--- config.mk ---
export PLATFORM = sky130hd
export DESIGN_NAME = axis_decimator_v1_0
export DESIGN_NICKNAME = d
export VERILOG_FILES = /design/src/rtl/axis_decimator_v1_0_pkg.sv /design/src/rtl/axis_output_reg.sv /design/src/rtl/axis_decimator_v1_0.sv
export SDC_FILE = /design/constraint.sdc
export NUM_CORES = 1
export LEC_CHECK = 0
export BUFFER_PORTS_ARGS = -buffer_cell sky130_fd_sc_hd__clkbuf_2
export CELL_PAD_IN_SITES_DETAIL_PLACEMENT = 1
export CELL_PAD_IN_SITES_GLOBAL_PLACEMENT = 1
export CORE_ASPECT_RATIO = 1.5
export CORE_MARGIN = 8
export CORE_UTILIZATION = 49
export CTS_CLUSTER_DIAMETER = 50
export DETAILED_ROUTE_END_ITERATION = 6
export GPL_TIMING_DRIVEN = 0
export PLACE_DENSITY = 0.93
export SYNTH_ARGS = -nofsm -noshare
export SYNTH_HDL_FRONTEND = slang
export SYNTH_HIERARCHICAL = 1
export SYNTH_SLANG_ARGS = --single-unit
export TNS_END_PERCENT = 50
--- constraint.sdc ---
create_clock -name aclk -period 7.27 [get_ports aclk]
set_clock_uncertainty 0.2 [all_clocks]
set_input_delay 1.8175 -clock aclk [delete_from_list [all_inputs] [get_ports aclk]]
set_output_delay 1.8175 -clock aclk [all_outputs]
set_load 0.05 [all_outputs]
--- src/rtl/axis_decimator_v1_0_pkg.sv ---
// Shared definitions for the AXI-Stream decimator: mode encoding and ratio clamp.
// Group state is encoded by the sample counter (count == 0 means IDLE).
package axis_decimator_v1_0_pkg;

  localparam logic MODE_PICK = 1'b0;
  localparam logic MODE_AVG  = 1'b1;

  // Saturate a requested log2 ratio to the largest supported value.
  function automatic logic [3:0] clamp_log2_ratio(input logic [3:0] l_req,
                                                  input logic [3:0] l_max);
    return (l_req > l_max) ? l_max : l_req;
  endfunction

endpackage

--- src/rtl/axis_output_reg.sv ---
// Single-entry AXI-Stream holding register (data + tlast) with valid/ready.
// can_load tells the producer a new beat may be loaded this cycle.
module axis_output_reg #(
  parameter int data_width = 16
) (
  input  logic                  aclk,
  input  logic                  resetn,
  input  logic                  load,
  input  logic [data_width-1:0] load_data,
  input  logic                  load_last,
  output logic                  can_load,
  output logic [data_width-1:0] m_axis_tdata,
  output logic                  m_axis_tlast,
  output logic                  m_axis_tvalid,
  input  logic                  m_axis_tready
);

  assign can_load = !m_axis_tvalid || m_axis_tready;

  always_ff @(posedge aclk) begin
    if (!resetn) begin
      m_axis_tvalid <= 1'b0;
      m_axis_tdata  <= '0;
      m_axis_tlast  <= 1'b0;
    end else if (load) begin
      // A load in the same cycle as a transfer replaces the departing beat.
      m_axis_tvalid <= 1'b1;
      m_axis_tdata  <= load_data;
      m_axis_tlast  <= load_last;
    end else if (m_axis_tvalid && m_axis_tready) begin
      m_axis_tvalid <= 1'b0;
    end
  end

endmodule

--- src/rtl/axis_decimator_v1_0.sv ---
// Power-of-two sample-rate decimator (pick or boxcar average) on AXI-Stream.
//   state | meaning
//   IDLE  | count == 0; next accepted beat opens a group and latches ratio/mode
//   ACCUM | 0 < count < 2^l_q; beats summed into acc, tlast ORed into last_flag
module axis_decimator_v1_0
  import axis_decimator_v1_0_pkg::*;
#(
  parameter int inout_width    = 16,
  parameter int max_log2_ratio = 8
) (
  input  logic                   aclk,
  input  logic                   resetn,
  input  logic [inout_width-1:0] s_axis_tdata,
  input  logic                   s_axis_tlast,
  input  logic                   s_axis_tvalid,
  output logic                   s_axis_tready,
  output logic [inout_width-1:0] m_axis_tdata,
  output logic                   m_axis_tlast,
  output logic                   m_axis_tvalid,
  input  logic                   m_axis_tready,
  input  logic [3:0]             log2_ratio,
  input  logic                   mode
);

  localparam int acc_width = inout_width + max_log2_ratio;
  localparam int cnt_width = max_log2_ratio + 1;

  logic [cnt_width-1:0]        count;
  logic signed [acc_width-1:0] acc;
  logic                        last_flag;
  logic [3:0]                  l_q;
  logic                        mode_q;

  logic                        idle;
  logic                        accept;
  logic                        complete;
  logic [3:0]                  l_eff;
  logic                        mode_eff;
  logic [cnt_width-1:0]        group_size;
  logic [cnt_width-1:0]        count_inc;
  logic signed [acc_width-1:0] sample_ext;
  logic signed [acc_width-1:0] acc_sum;
  logic [inout_width-1:0]      avg_data;
  logic [inout_width-1:0]      group_data;
  logic                        last_any;

  assign idle   = (count == '0);
  assign accept = s_axis_tvalid && s_axis_tready;

  // The completing beat of a 1-beat group is also its opening beat, so the
  // effective config must come straight from the inputs while idle.
  always_comb begin
    l_eff      = idle ? clamp_log2_ratio(log2_ratio, 4'(max_log2_ratio)) : l_q;
    mode_eff   = idle ? mode : mode_q;
    group_size = cnt_width'(1) << l_eff;
    count_inc  = count + cnt_width'(1);
    sample_ext = {{max_log2_ratio{s_axis_tdata[inout_width-1]}}, s_axis_tdata};
    acc_sum    = (idle ? '0 : acc) + sample_ext;
    avg_data   = inout_width'(acc_sum >>> l_eff);
    last_any   = (!idle && last_flag) || s_axis_tlast;
    group_data = (mode_eff == MODE_AVG) ? avg_data : s_axis_tdata;
    complete   = accept && (count_inc == group_size);
  end

  always_ff @(posedge aclk) begin
    if (!resetn) begin
      count     <= '0;
      acc       <= '0;
      last_flag <= 1'b0;
      l_q       <= '0;
      mode_q    <= MODE_PICK;
    end else if (accept) begin
      count     <= complete ? '0 : count_inc;
      acc       <= acc_sum;
      last_flag <= last_any;
      if (idle) begin
        l_q    <= l_eff;
        mode_q <= mode_eff;
      end
    end
  end

  axis_output_reg #(
    .data_width (inout_width)
  ) u_out_reg (
    .aclk          (aclk),
    .resetn        (resetn),
    .load          (complete),
    .load_data     (group_data),
    .load_last     (last_any),
    .can_load      (s_axis_tready),
    .m_axis_tdata  (m_axis_tdata),
    .m_axis_tlast  (m_axis_tlast),
    .m_axis_tvalid (m_axis_tvalid),
    .m_axis_tready (m_axis_tready)
  );

endmodule
# Yosys cells after proc, flatten, opt, wreduce, memory -nomap -nowiden
# Index checks and enable logic that the tools add are counted.
# word_totals
ff_bits,57
latch_bits,0
ramBits,0
romBits,0
output_inout_bits,19
word_cells,33
mem_count,0
# op_classes
addsub,2
multipliers,0
div_mod_pow,0
order_cmp,1
n_eq_ne,1
n_shift,2
n_mux,8
bitwise_logic,0
reduce_logical,11
# op_table
op,count
$add 24x24->24,1
$mux 24,1
$sshr 24x4->16,1
$mux 16,1
$add 9x1->9 const B,1
$eq 9x9->1,1
$logic_not 9->1,1
$mux 9,1
$shl 1x4->9 const A,1
$mux 4,2
$gt 4x4->1 const B,1
$logic_and 1x1->1,4
$mux 1,3
$logic_not 1->1,2
$logic_or 1x1->1,2
$reduce_and 2->1,1
$reduce_bool 2->1,1

# Depth between registers and ports, before layout
# Gate-level depths: netlist of run 1.
# depth
ltp_word,7
depth_mapped,20

# Hierarchy
# The synthesis of run 1 kept the hierarchy.
# by_module_without_submodules
mod,instances,cells_each,area_each_um2,seq_area_each_um2
axis_decimator_v1_0,1,692,4774.6,780.7
axis_output_reg,1,58,689.4,360.3

# Least setup slack after synthesis of run 1
# Ideal clock, no wire load.
# synth_timing
kind,input-to-reg
startpoint,in s_axis_tdata[0]
endpoint,reg u_out_reg.m_axis_tdata[3]
setup_ps,117
arrival_time_ps,4574
path_slack_ps,2379
stages,13
path_buffers,0
path_cell_list,ha_1 > fa_1 > a211oi_1 > o211ai_1 > a31oi_1 > a22oi_1 > xnor2_1 > o221ai_1 > a221o_1 > a222oi_1 > a21oi_1 > mux2i_1 > nor2b_1
# synth_via
elab_chain_cells,3
# synth_rtl
element,line,rtl
start: declaration,axis_decimator_v1_0.sv:13,"input logic [inout_width-1:0] s_axis_tdata,"
$add 24x24->24,axis_decimator_v1_0.sv:58,acc_sum = (idle ? '0 : acc) + sample_ext;
$sshr 24x4->16,axis_decimator_v1_0.sv:59,avg_data = inout_width'(acc_sum >>> l_eff);
$mux 16,axis_decimator_v1_0.sv:61,group_data = (mode_eff == MODE_AVG) ? avg_data : s_axis_tdata;
named net group_data[3],axis_decimator_v1_0.sv:44,logic [inout_width-1:0] group_data;
end signal: assignment,axis_output_reg.sv:28,m_axis_tdata <= load_data;
end: declaration,axis_output_reg.sv:12,"output logic [data_width-1:0] m_axis_tdata,"
# The timed path passes the listed nets, and every way through them passes these cells.
# A chain may end at the register's enable or synchronous reset.

# Worst setup path in the final report of run 1
# layout_timing
startpoint,reg count[0]
endpoint,reg u_out_reg.m_axis_tdata[7]
# layout_via
elab_chain_cells,5
# layout_rtl
element,line,rtl
start: declaration,axis_decimator_v1_0.sv:28,logic [cnt_width-1:0] count;
start signal: assignment,axis_decimator_v1_0.sv:73,count <= complete ? '0 : count_inc;
$logic_not 9->1 *,axis_decimator_v1_0.sv:47,assign idle = (count == '0);
$mux 24,axis_decimator_v1_0.sv:58,
$add 24x24->24,axis_decimator_v1_0.sv:58,
$sshr 24x4->16,axis_decimator_v1_0.sv:59,
$mux 16 *,axis_decimator_v1_0.sv:61,
named net group_data[7],axis_decimator_v1_0.sv:44,
# Mark *: on every way through the listed nets, which the timed path passes. The rest lies on a longest branch.

==> results of run 1 <==
registers in the layout, indices dropped and copies added (netlist names):
| signal | count |
|---|---|
| count | 9 |
| mode_q | 1 |
| u_out_reg/m_axis_tdata | 16 |
| u_out_reg/m_axis_tvalid | 1 |
| last_flag | 1 |
| acc | 24 |
| l_q | 4 |
| u_out_reg/m_axis_tlast | 1 |
Yosys cell counts (8+ instances only):
master	number	area, um^2
and2_1	32	200
xor2_1	16	140
a31oi_1	13	81.3
a21oi_1	70	350
dfxtp_1	57	1140
nand2_1	103	387
o211ai_1	17	128
xnor2_1	13	114
nor2_1	80	300
nand3_1	22	110
o21ai_0	36	180
clkbuf_1	31	116
inv_1	10	37.5
a21o_1	8	60.1
buf_2	8	40.0
mux2i_1	35	350
a211oi_1	25	188
nor3_1	8	40.0
nor2b_1	22	138
ha_1	25	313
cell usage in the layout, fill, tap and decap left out, types with 25 or more instances in the layout:
cell type  instances
nand2_1          103
a211oi_1          25
and2_1            32
clkbuf_2          43
mux2i_1           35
o21ai_0           36
a21oi_1           70
nor2_1            80
dfxtp_1           57
clkbuf_1          31
ha_1              25
layout make-up:
class | count | area (um^2) | area share, %
Inverter | 10 | 37.5 | 0.609
Sequential cell | 57 | 1140 | 18.5
Timing Repair Buffer | 43 | 215 | 3.49
Clock buffer | 9 | 225 | 3.65
Buffer | 46 | 225 | 3.65
Multi-Input combinational cell | 637 | 4060 | 65.8
Clock inverter | 7 | 78.8 | 1.28
Tap cell | 147 | 184 | 2.98
power breakdown:
group	switching (mW)	internal (mW)
combinational	0.428	0.208
sequential	0.0160	0.338
clock	0.176	0.268
total	0.620	0.814
tightest hold or removal path, cell delays in order (launching register included):
cell and delay (ps):
dfxtp_1 300, nand2_1 50, a21oi_1 50
kinds of logic after synthesis:
kind of cell | after synthesis
flip-flops | 57
AND/OR/NAND/NOR | 305
multiplexers | 42
AO/OA/AOI/OAI | 235
adder cells (fa/ha/maj) | 26
buffers and inverters | 56
XOR/XNOR | 29
worst min-delay path by stage:
stage,endpoint,startpoint,cells after the start,slack (ps)
after global routing,acc[14]$_SDFFE_PN0P_,acc[14]$_SDFFE_PN0P_,2,280
after CTS,acc[14]$_SDFFE_PN0P_,acc[14]$_SDFFE_PN0P_,2,260
after floorplan,acc[0]$_SDFFE_PN0P_,acc[0]$_SDFFE_PN0P_,2,230
final,acc[14]$_SDFFE_PN0P_,acc[14]$_SDFFE_PN0P_,2,250
after detailed placement,acc[14]$_SDFFE_PN0P_,acc[14]$_SDFFE_PN0P_,2,250
after global placement,acc[9]$_SDFFE_PN0P_,acc[9]$_SDFFE_PN0P_,2,240
routing by layer:
layer | wire length (um) | part of all wire, % | GRT usage [%]
met5 | 0 | 0 | 0
met4 | 1620 | 7.0 | 22.5
met3 | 1030 | 4.5 | 4.41
met2 | 11500 | 50 | 52.7
met1 | 8910 | 39 | 34.6
metrics by stage:
| stage | cell area (um^2) | cells | hold slack, ps |
|---|---|---|---|
| after floorplan | 5460 | 750 | 232 |
| after global placement | 5860 | 940 | 237 |
| after detailed placement | 5860 | 940 | 250 |
| after CTS | 6170 | 956 | 258 |
| after global routing | 6170 | 956 | 276 |
| final | 6170 | 956 | 255 |
==> reports/results.txt, run 1 <==
Status: finished with violations
Failing checks: design-rule violations
Mux cell area share after synthesis: 8.13%
Overall power: 1.43 mW
Post-CTS Resized: 0
H-tree levels: 3
DRT antenna net count: 0
Adder-cell share of the synthesized area: 6.09%
Final net count: 856
Final cycle utilization of the critical path: 89.4%
Post-Synth XOR/XNOR Area: 4.65%
Number of failing hold endpoints at the final stage: 0
Worst path top cell family by delay: compound AO/OA/AOI/OAI gates
Die area: 0.0149 mm^2
Share of cells above drive strength 1: 11.9%
Least-Margin Pin Slew: 938 ps
CTS Buf Count: 9
Vias: 6248
Clk slew on worst S/H paths: 60 ps
Number of global-route vias before repair: 6703
Slew headroom: 37.3%
Root Buffer: clkbuf_16
Final min period: 6500 ps
Critical Path Sink: u_out_reg/m_axis_tdata[7]$_SDFFE_PN0P_
Die Y: 145 um
CTS Sinks: 57
Combinational family with the most area after synthesis: compound AO/OA/AOI/OAI gates
Rows: 47
Largest net degree at the start of global routing: 13
Reg-to-reg slack, setup: 770 ps
Simple-gate area share of the yosys netlist: 27.0%
RSZ-0062 raised after global routing: false
Critical Path RT: 7300 ps
Synthesized area per cell: 7.29 um^2
DRC viols: 1
# hold bufs at CTS: 0
1st-pass router iterations: 7
Total Routing Usage GR: 31.3%
Cell variety after synth: 73
Crit-path most repeated cell: a211oi_1
CTS tree: built
First-pass GRT wire length: 36.3 mm
Seq/Total Area, Yosys: 20.9%
Setup_tns: 0 ps
Leakage: 2.46 nW
Die width: 102 um
Initial core utilization: 50.0%
Worst path depth: 20
Post-synthesis cell area: 0.00546 mm^2
Post-CTS setup buffer count: 0
Vias per inst: 6.54
R2r endpoint: u_out_reg/m_axis_tdata[7]$_SDFFE_PN0P_
Post-synth EDFFs: 0
CP peak stage delay: 580 ps
Final Util: 56.4%
Power density cells: 233 mW/mm^2
#FFs+latches synth: 57
Buf+Inv Stages, Crit Path: 3
Routability cong.: 0.957
Latest clock arrival within the worst-skew pair: 340 ps
PortBufs: 43
DP Worst Slack: 1010 ps
Congestion Overflow GR: 0
Final Setup Violations: 0
Initial antenna violation count: 0
Setup crit start kind: flip-flop
Worst Setup Path Type: reg -> reg
ANT cells: 0
CP cell instances: inv_1 > ha_1 > nor4b_2 > nand2_1 > buf_2 > clkbuf_1 > and2_1 > ha_1 > fa_1 > a211oi_1 > o211ai_1 > a31oi_1 > a22oi_1 > xnor2_1 > o221ai_1 > a221o_1 > a211oi_1 > a211oi_1 > mux2i_1 > nor2b_1
Setup crit start: count[0]$_SDFFE_PN0P_
Clock Path Buffers: 2
Element type at the critical path end: flip-flop
CP max FO: 10
Io pins: 45
Max-cap violations: 0
First-iteration detailed-routing DRC count: 408
CP max-delay cell: a211oi_1
Yosys Warn Count: 6
Area grow syn2layout: 12.9%
CORE AREA: 0.0109 mm^2
Synthesized Nets: 802
Max-slew violations: 0
HP Class: reg -> reg
DP HPWL: 17.9 mm
Worst r2r src: count[0]$_SDFFE_PN0P_
Final wirelength: 23.0 mm
Worst Slack Setup Final: 772 ps
Fmax: 154 MHz
Routed len/inst: 24.1 um
Synth Area in Compound Gates: 28.4%
Dominant synthesized flop cell: dfxtp_1
Ys async rst share: 0%
Cell count after synthesis: 750
WP data arrival: 6530 ps
Filler instances: 1441
Max IR drop VDD: 0.134 mV
Worst R2R Path Depth: 20
Note: power is estimated with default switching activity, not from simulation.
==> run 2, diff against run 1 <==
--- a/config.mk
+++ b/config.mk
@@ -8,7 +8,7 @@
 export BUFFER_PORTS_ARGS = -buffer_cell sky130_fd_sc_hd__clkbuf_2
 export CELL_PAD_IN_SITES_DETAIL_PLACEMENT = 1
 export CELL_PAD_IN_SITES_GLOBAL_PLACEMENT = 1
-export CORE_ASPECT_RATIO = 1.5
+export CORE_ASPECT_RATIO = 0.7
 export CORE_MARGIN = 8
 export CORE_UTILIZATION = 49
 export CTS_CLUSTER_DIAMETER = 50
==> reports/results.txt, run 2 (same netlist as run 1, synthesis figures left out) <==
Overall power: 1.43 mW (about the same)
Final net count: 856 (unchanged)
Die area: 0.0148 mm^2 (was 0.0149 mm^2)
CTS Sinks: 57 (unchanged)
Critical Path RT: 7300 ps (about the same)
Worst path top cell family by delay: compound AO/OA/AOI/OAI gates (unchanged)
Element type at the critical path end: flip-flop (unchanged)
Vias: 6323 (was 6248)
DRC viols: 0 (was 1)
Setup crit start kind: flip-flop (unchanged)
CTS Buf Count: 9 (unchanged)
Worst Setup Path Type: reg -> reg (unchanged)
DRT antenna net count: 0 (unchanged)
HP Class: reg -> reg (unchanged)
Final cycle utilization of the critical path: 89.4% (about the same)
Rows: 32 (was 47)
Multi-input gate area: 0.00406 mm^2 (unchanged)
PortBufs: 43 (unchanged)
Number of failing hold endpoints at the final stage: 0 (unchanged)
Commonest non-fill, non-tap cell in the layout: nand2_1 (unchanged)
Total Routing Usage GR: 30.2% (was 31.3%)
CP max FO: 10 (unchanged)
Worst path depth: 20 (unchanged)
Max-slew violations: 0 (unchanged)
Leakage: 2.46 nW (unchanged)
Fmax: 154 MHz (about the same)
Power density cells: 232 mW/mm^2 (was 233 mW/mm^2)
Routability cong.: 0.981 (was 0.957)
Reg with most FFs: acc (unchanged)
Post-CTS Resized: 0 (unchanged)
Final wirelength: 22.7 mm (was 23.0 mm)
Clock Path Buffers: 2 (unchanged)
Final min period: 6500 ps (about the same)
1st-pass router iterations: 7 (unchanged)
CP cell instances: inv_1 > ha_1 > nor4b_2 > nand2_1 > buf_2 > clkbuf_1 > and2_1 > ha_1 > fa_1 > a211oi_1 > o211ai_1 > a31oi_1 > a22oi_1 > xnor2_1 > o221ai_1 > a221o_1 > a211oi_1 > a211oi_1 > mux2i_1 > nor2b_1 (unchanged)
WP data arrival: 6530 ps (about the same)
Worst R2R Path Depth: 20 (unchanged)
Io pins: 45 (unchanged)
Congestion Overflow GR: 0 (unchanged)
Reg-to-reg slack, setup: 770 ps (about the same)
CORE AREA: 0.0109 mm^2 (about the same)
Critical Path Sink: u_out_reg/m_axis_tdata[7]$_SDFFE_PN0P_ (unchanged)
Setup crit start: count[0]$_SDFFE_PN0P_ (unchanged)
DP HPWL: 17.7 mm (was 17.9 mm)
Final Setup Violations: 0 (unchanged)
H-tree levels: 3 (unchanged)
Least-Margin Pin Slew: 901 ps (was 938 ps)
Vias per inst: 6.57 (was 6.54)
Slew headroom: 38.2% (was 37.3%)
Die Y: 104 um (was 145 um)
ANT cells: 0 (unchanged)
Worst r2r src: count[0]$_SDFFE_PN0P_ (unchanged)
Latest clock arrival within the worst-skew pair: 340 ps (about the same)
# hold bufs at CTS: 0 (unchanged)
Largest regs: acc: 24 flops, u_out_reg/m_axis_tdata: 16 flops, count: 9 flops (unchanged)
Min-delay src: acc[14]$_SDFFE_PN0P_ (unchanged)
Max reg flops: 24 (unchanged)
Die width: 142 um (was 102 um)
RSZ-0062 raised after global routing: false (unchanged)
Filler instances: 1448 (was 1441)
Setup_tns: 0 ps (unchanged)
CP peak stage delay: 540 ps (was 580 ps)
Root Buffer: clkbuf_16 (unchanged)
Area grow syn2layout: 13.0% (was 12.9%)
Reg area: 0.00114 mm^2 (unchanged)
Clk slew on worst S/H paths: 60 ps (about the same)
Status: finished, final reports clean (was finished with violations)
Number of global-route vias before repair: 6383 (was 6703)
Max IR drop VDD: 0.127 mV (was 0.134 mV)
First-pass GRT wire length: 35.4 mm (was 36.3 mm)
Share of cells above drive strength 1: 11.9% (unchanged)
Final Util: 56.5% (was 56.4%)
Post-CTS setup buffer count: 0 (unchanged)
First-iteration detailed-routing DRC count: 699 (was 408)
Largest net degree at the start of global routing: 13 (unchanged)
Buf+Inv Stages, Crit Path: 3 (unchanged)
CP max-delay cell: a211oi_1 (unchanged)
Commonest non-fill, non-tap cells in the layout: nand2_1, nor2_1, a21oi_1 (unchanged)
Crit-path most repeated cell: a211oi_1 (unchanged)
Initial antenna violation count: 0 (unchanged)
Initial core utilization: 50.0% (about the same)
Routed len/inst: 23.6 um (was 24.1 um)
Max-cap violations: 0 (unchanged)
CTS tree: built (unchanged)
Hold slack: 259 ps (was 255 ps)
R2r endpoint: u_out_reg/m_axis_tdata[7]$_SDFFE_PN0P_ (unchanged)
## run 2: cell counts in the layout (fill, tap and decap cells not counted)
Identical to the previous run, type by type.
## run 2: final cells by class
class                   count  area share, %
well taps                 153           3.10
flip-flops and latches     57           18.5
clock inverters             7           1.28
clock buffers               9           3.65
plain buffers              46           3.65
inverters                  10          0.608
repair buffers             43           3.49
multi-input cells         637           65.8
## run 2: per-stage QoR
step / std cells / setup WS (ps) / area, um^2
4_1_cts: 962 / 1000 / 6170
2_1_floorplan: 750 / 2380 / 5460
3_5_place_dp: 946 / 1070 / 5870
5_1_grt: 962 / 550 / 6170
6_report: 962 / 767 / 6170
3_3_place_gp: 946 / 1180 / 5870
## run 2: how the worst min path moves through the flow
stage | depth (start not counted) | slack [ps] | endpoint
2_1_floorplan | 2 | 230 | acc[0]$_SDFFE_PN0P_
3_3_place_gp | 2 | 240 | acc[13]$_SDFFE_PN0P_
3_5_place_dp | 2 | 250 | acc[13]$_SDFFE_PN0P_
4_1_cts | 2 | 260 | acc[13]$_SDFFE_PN0P_
5_1_grt | 2 | 270 | acc[1]$_SDFFE_PN0P_
6_report | 2 | 260 | acc[14]$_SDFFE_PN0P_
## run 2: per-layer routing
| metal | routed length (um) | global-route usage, % | up-vias |
|---|---|---|---|
| li1 | - | - | 2864 |
| met1 | 9980 | 40.3 | 3085 |
| met2 | 10000 | 46.9 | 321 |
| met3 | 2010 | 6.24 | 53 |
| met4 | 713 | 10.3 | 0 |
| met5 | 0 | 0 | - |
## run 2: worst min-delay path, cell delays in order, from the launching register on
cell and delay (ps):
dfxtp_1 300, nand2_1 50, a21oi_1 60
## run 2: power by group
| group | switching [mW] | total [mW] | internal (mW) |
|---|---|---|---|
| logic | 0.431 | 0.639 | 0.208 |
| clock network | 0.171 | 0.439 | 0.268 |
| registers | 0.0155 | 0.354 | 0.338 |
| total | 0.617 | 1.43 | 0.814 |
==> run 3, diff against run 2 <==
--- a/config.mk
+++ b/config.mk
@@ -5,16 +5,17 @@
 export SDC_FILE = /design/constraint.sdc
 export NUM_CORES = 1
 export LEC_CHECK = 0
+export ABC_AREA = 1
 export BUFFER_PORTS_ARGS = -buffer_cell sky130_fd_sc_hd__clkbuf_2
 export CELL_PAD_IN_SITES_DETAIL_PLACEMENT = 1
 export CELL_PAD_IN_SITES_GLOBAL_PLACEMENT = 1
 export CORE_ASPECT_RATIO = 0.7
 export CORE_MARGIN = 8
-export CORE_UTILIZATION = 49
+export CORE_UTILIZATION = 45
 export CTS_CLUSTER_DIAMETER = 50
 export DETAILED_ROUTE_END_ITERATION = 6
 export GPL_TIMING_DRIVEN = 0
-export PLACE_DENSITY = 0.93
+export PLACE_DENSITY = 0.92
 export SYNTH_ARGS = -nofsm -noshare
 export SYNTH_HDL_FRONTEND = slang
 export SYNTH_HIERARCHICAL = 1
==> reports/results.txt, run 3 <==
Number of global-route vias before repair: 6839 (was 6383)
Post-synthesis cell area: 0.00570 mm^2 (was 0.00546 mm^2)
P_int: 0.889 mW (was 0.814 mW)
First-iteration detailed-routing DRC count: 573 (was 699)
Final cycle utilization of the critical path: 67.3% (was 89.4%)
HP Class: reg -> reg (unchanged)
Clock Path Buffers: 2 (unchanged)
Root Buffer: clkbuf_16 (unchanged)
Ys async rst share: 0% (unchanged)
Seq/Total Area, Yosys: 20.0% (was 20.9%)
Final Setup Violations: 0 (unchanged)
Final wirelength: 22.6 mm (was 22.7 mm)
Clk pwr share: 29.5% (was 30.7%)
First-pass GRT wire length: 35.8 mm (was 35.4 mm)
Status: finished, final reports clean (unchanged)
DRC viols: 0 (unchanged)
CORE AREA: 0.0124 mm^2 (was 0.0109 mm^2)
Largest regs: acc: 24 flops, u_out_reg/m_axis_tdata: 16 flops, count: 9 flops (unchanged)
Commonest non-fill, non-tap cells in the layout: nand2_1, inv_1, nand3_1 (was nand2_1, nor2_1, a21oi_1)
#FFs+latches synth: 57 (unchanged)
Synthesized Nets: 1073 (was 802)
Share of cells above drive strength 1: 9.34% (was 11.9%)
Reg with most FFs: acc (unchanged)
Post-CTS setup buffer count: 0 (unchanged)
# hold bufs at CTS: 0 (unchanged)
Slew headroom: 42.7% (was 38.2%)
RSZ-0062 raised after global routing: false (unchanged)
Yosys Warn Count: 6 (unchanged)
CTS Sinks: 57 (unchanged)
Final min period: 4890 ps (was 6500 ps)
Cell Count, Final, Fillers Out: 1243 (was 962)
Max IR drop VDD: 0.164 mV (was 0.127 mV)
Max-slew violations: 0 (unchanged)
Vias per inst: 5.59 (was 6.57)
Post-CTS Resized: 0 (unchanged)
Synth top area share: 20.0% (was 20.9%)
Max-cap violations: 0 (unchanged)
Io pins: 45 (unchanged)
Leakage: 3.56 nW (was 2.46 nW)
WP data arrival: 4920 ps (was 6530 ps)
Least-Margin Pin Slew: 854 ps (was 901 ps)
Synth area leader: dfxtp_1 (unchanged)
Cell variety after synth: 37 (was 73)
Psw: 0.736 mW (was 0.617 mW)
Synth area leaders: dfxtp_1, nand2_1, nand3_1 (was dfxtp_1, nand2_1, a21oi_1)
Fmax: 204 MHz (was 154 MHz)
Max reg flops: 24 (unchanged)
Element type at the critical path end: flip-flop (unchanged)
Setup crit start kind: flip-flop (unchanged)
Placed cell area: 0.00613 mm^2 (was 0.00587 mm^2)
Most frequent cell after synthesis: nand2_1 (unchanged)
Synthesized area per cell: 5.59 um^2 (was 7.29 um^2)
Dominant synthesized flop cell: dfxtp_1 (unchanged)
Die area: 0.0166 mm^2 (was 0.0148 mm^2)
Final net count: 1128 (was 856)
Congestion Overflow GR: 0 (unchanged)
Power density cells: 252 mW/mm^2 (was 232 mW/mm^2)
Share of power burned in registers: 22.8% (was 24.7%)
CTS Buf Count: 9 (unchanged)
Clk slew on worst S/H paths: 50 ps (was 60 ps)
Area grow syn2layout: 13.2% (was 13.0%)
Rows: 34 (was 32)
Initial core utilization: 46.1% (was 50.0%)
DP HPWL: 18.0 mm (was 17.7 mm)
Largest net degree at the start of global routing: 11 (was 13)
Top post-synthesis cells by count: nand2_1, inv_1, nand3_1, nor2_1, dfxtp_1 (was nand2_1, nor2_1, a21oi_1, dfxtp_1, o21ai_0)
Die Y: 110 um (was 104 um)
CTS tree: built (unchanged)
Combinational Power Share: 47.8% (was 44.6%)
Worst Setup Path Type: reg -> reg (unchanged)
CP max FO: 10 (unchanged)
1st-pass router iterations: 5 (was 7)
Number of failing hold endpoints at the final stage: 0 (unchanged)
Sw Ratio: 45.3% (was 43.1%)
Routability cong.: 0.981 (about the same)
Die width: 151 um (was 142 um)
Total Routing Usage GR: 27.8% (was 30.2%)
Placed cell count: 1227 (was 946)
Cell count after synthesis: 1021 (was 750)
Final Util: 52.2% (was 56.5%)
Initial antenna violation count: 0 (unchanged)
Overall power: 1.63 mW (was 1.43 mW)
ANT cells: 0 (unchanged)
H-tree levels: 3 (unchanged)
PortBufs: 44 (was 43)
Vias: 6945 (was 6323)
Setup_tns: 0 ps (unchanged)
Finished layout cell area: 0.00646 mm^2 (was 0.00617 mm^2)
Latest clock arrival within the worst-skew pair: 340 ps (about the same)
Post-synth EDFFs: 0 (unchanged)
Critical Path RT: 7300 ps (about the same)
Commonest non-fill, non-tap cell in the layout: nand2_1 (unchanged)
Routed len/inst: 18.2 um (was 23.6 um)
DRT antenna net count: 0 (unchanged)
==> run 3: cell families after synthesis <==
| family | share of synthesized area [%] |
|---|---|
| AND/OR/NAND/NOR | 46.8 |
| buffers and inverters | 14.4 |
| AO/OA/AOI/OAI | 10.5 |
| flip-flops | 20.0 |
| adder cells (fa/ha/maj) | 5.84 |
| XOR/XNOR | 2.46 |
==> run 3: area by class of cell <==
cell class | instances | area (um^2)
flip-flops and latches | 57 | 1140
well taps | 162 | 203
repair buffers | 44 | 220
inverters | 166 | 633
plain buffers | 32 | 189
multi-input cells | 766 | 3740
clock inverters | 5 | 77.6
fillers | 1864 | 5920
clock buffers | 11 | 253
==> run 3: worst paths after layout <==
path / start / to / slack (ps) / cells after the start
setup / recovery: count[0]$_SDFFE_PN0P_ / u_out_reg/m_axis_tdata[9]$_SDFFE_PN0P_ / 2380 / 26
hold / removal: acc[0]$_SDFFE_PN0P_ / acc[0]$_SDFFE_PN0P_ / 260 / 2
setup reg to reg: count[0]$_SDFFE_PN0P_ / u_out_reg/m_axis_tdata[9]$_SDFFE_PN0P_ / 2380 / 26
hold reg to reg: acc[0]$_SDFFE_PN0P_ / acc[0]$_SDFFE_PN0P_ / 260 / 2
==> run 3: critical path, stage by stage, from the launching register on <==
cell and delay (ps):
dfxtp_1 340, inv_1 110, ha_1 190, nand2_2 80
nor2_4 190, nand2_4 130, inv_1 260, clkbuf_1 520
nor2_1 120, ha_1 270, fa_1 450, nand3_1 100
nand3_1 190, nand2_1 120, nand2_1 150, nand2_1 150
nand3_1 90, nand2_1 130, nand3_1 110, nand3_1 90
nand2_1 100, nand2_1 90, nand3_1 140, nor2_1 170
nor2_1 60, nor2_1 140, nor2_1 60
==> run 3: power by group through the flow <==
stage / Sequential, mW / Combinational [mW] / Clock, mW
5_1_grt: 0.374 / 0.848 / 0.496
3_5_place_dp: 0.376 / 0.741 / 0
2_1_floorplan: 0.431 / 0.481 / 0
6_report: 0.370 / 0.776 / 0.479
4_1_cts: 0.370 / 0.757 / 0.482
3_3_place_gp: 0.374 / 0.720 / 0
==> run 3: per-layer routing <==
| metal | part of all wire, % | global-route usage, % |
|---|---|---|
| met1 | 47 | 37.3 |
| met2 | 42 | 42.4 |
| met3 | 9.3 | 7.54 |
| met5 | 0 | 0 |
| met4 | 2.4 | 9.10 |
==> run 3: through the flow <==
stage,hold slack [ps],worst slack [ps]
3_3_place_gp,250,2640
3_5_place_dp,260,2590
6_report,263,2380
5_1_grt,286,2080
4_1_cts,268,2490
2_1_floorplan,230,3040
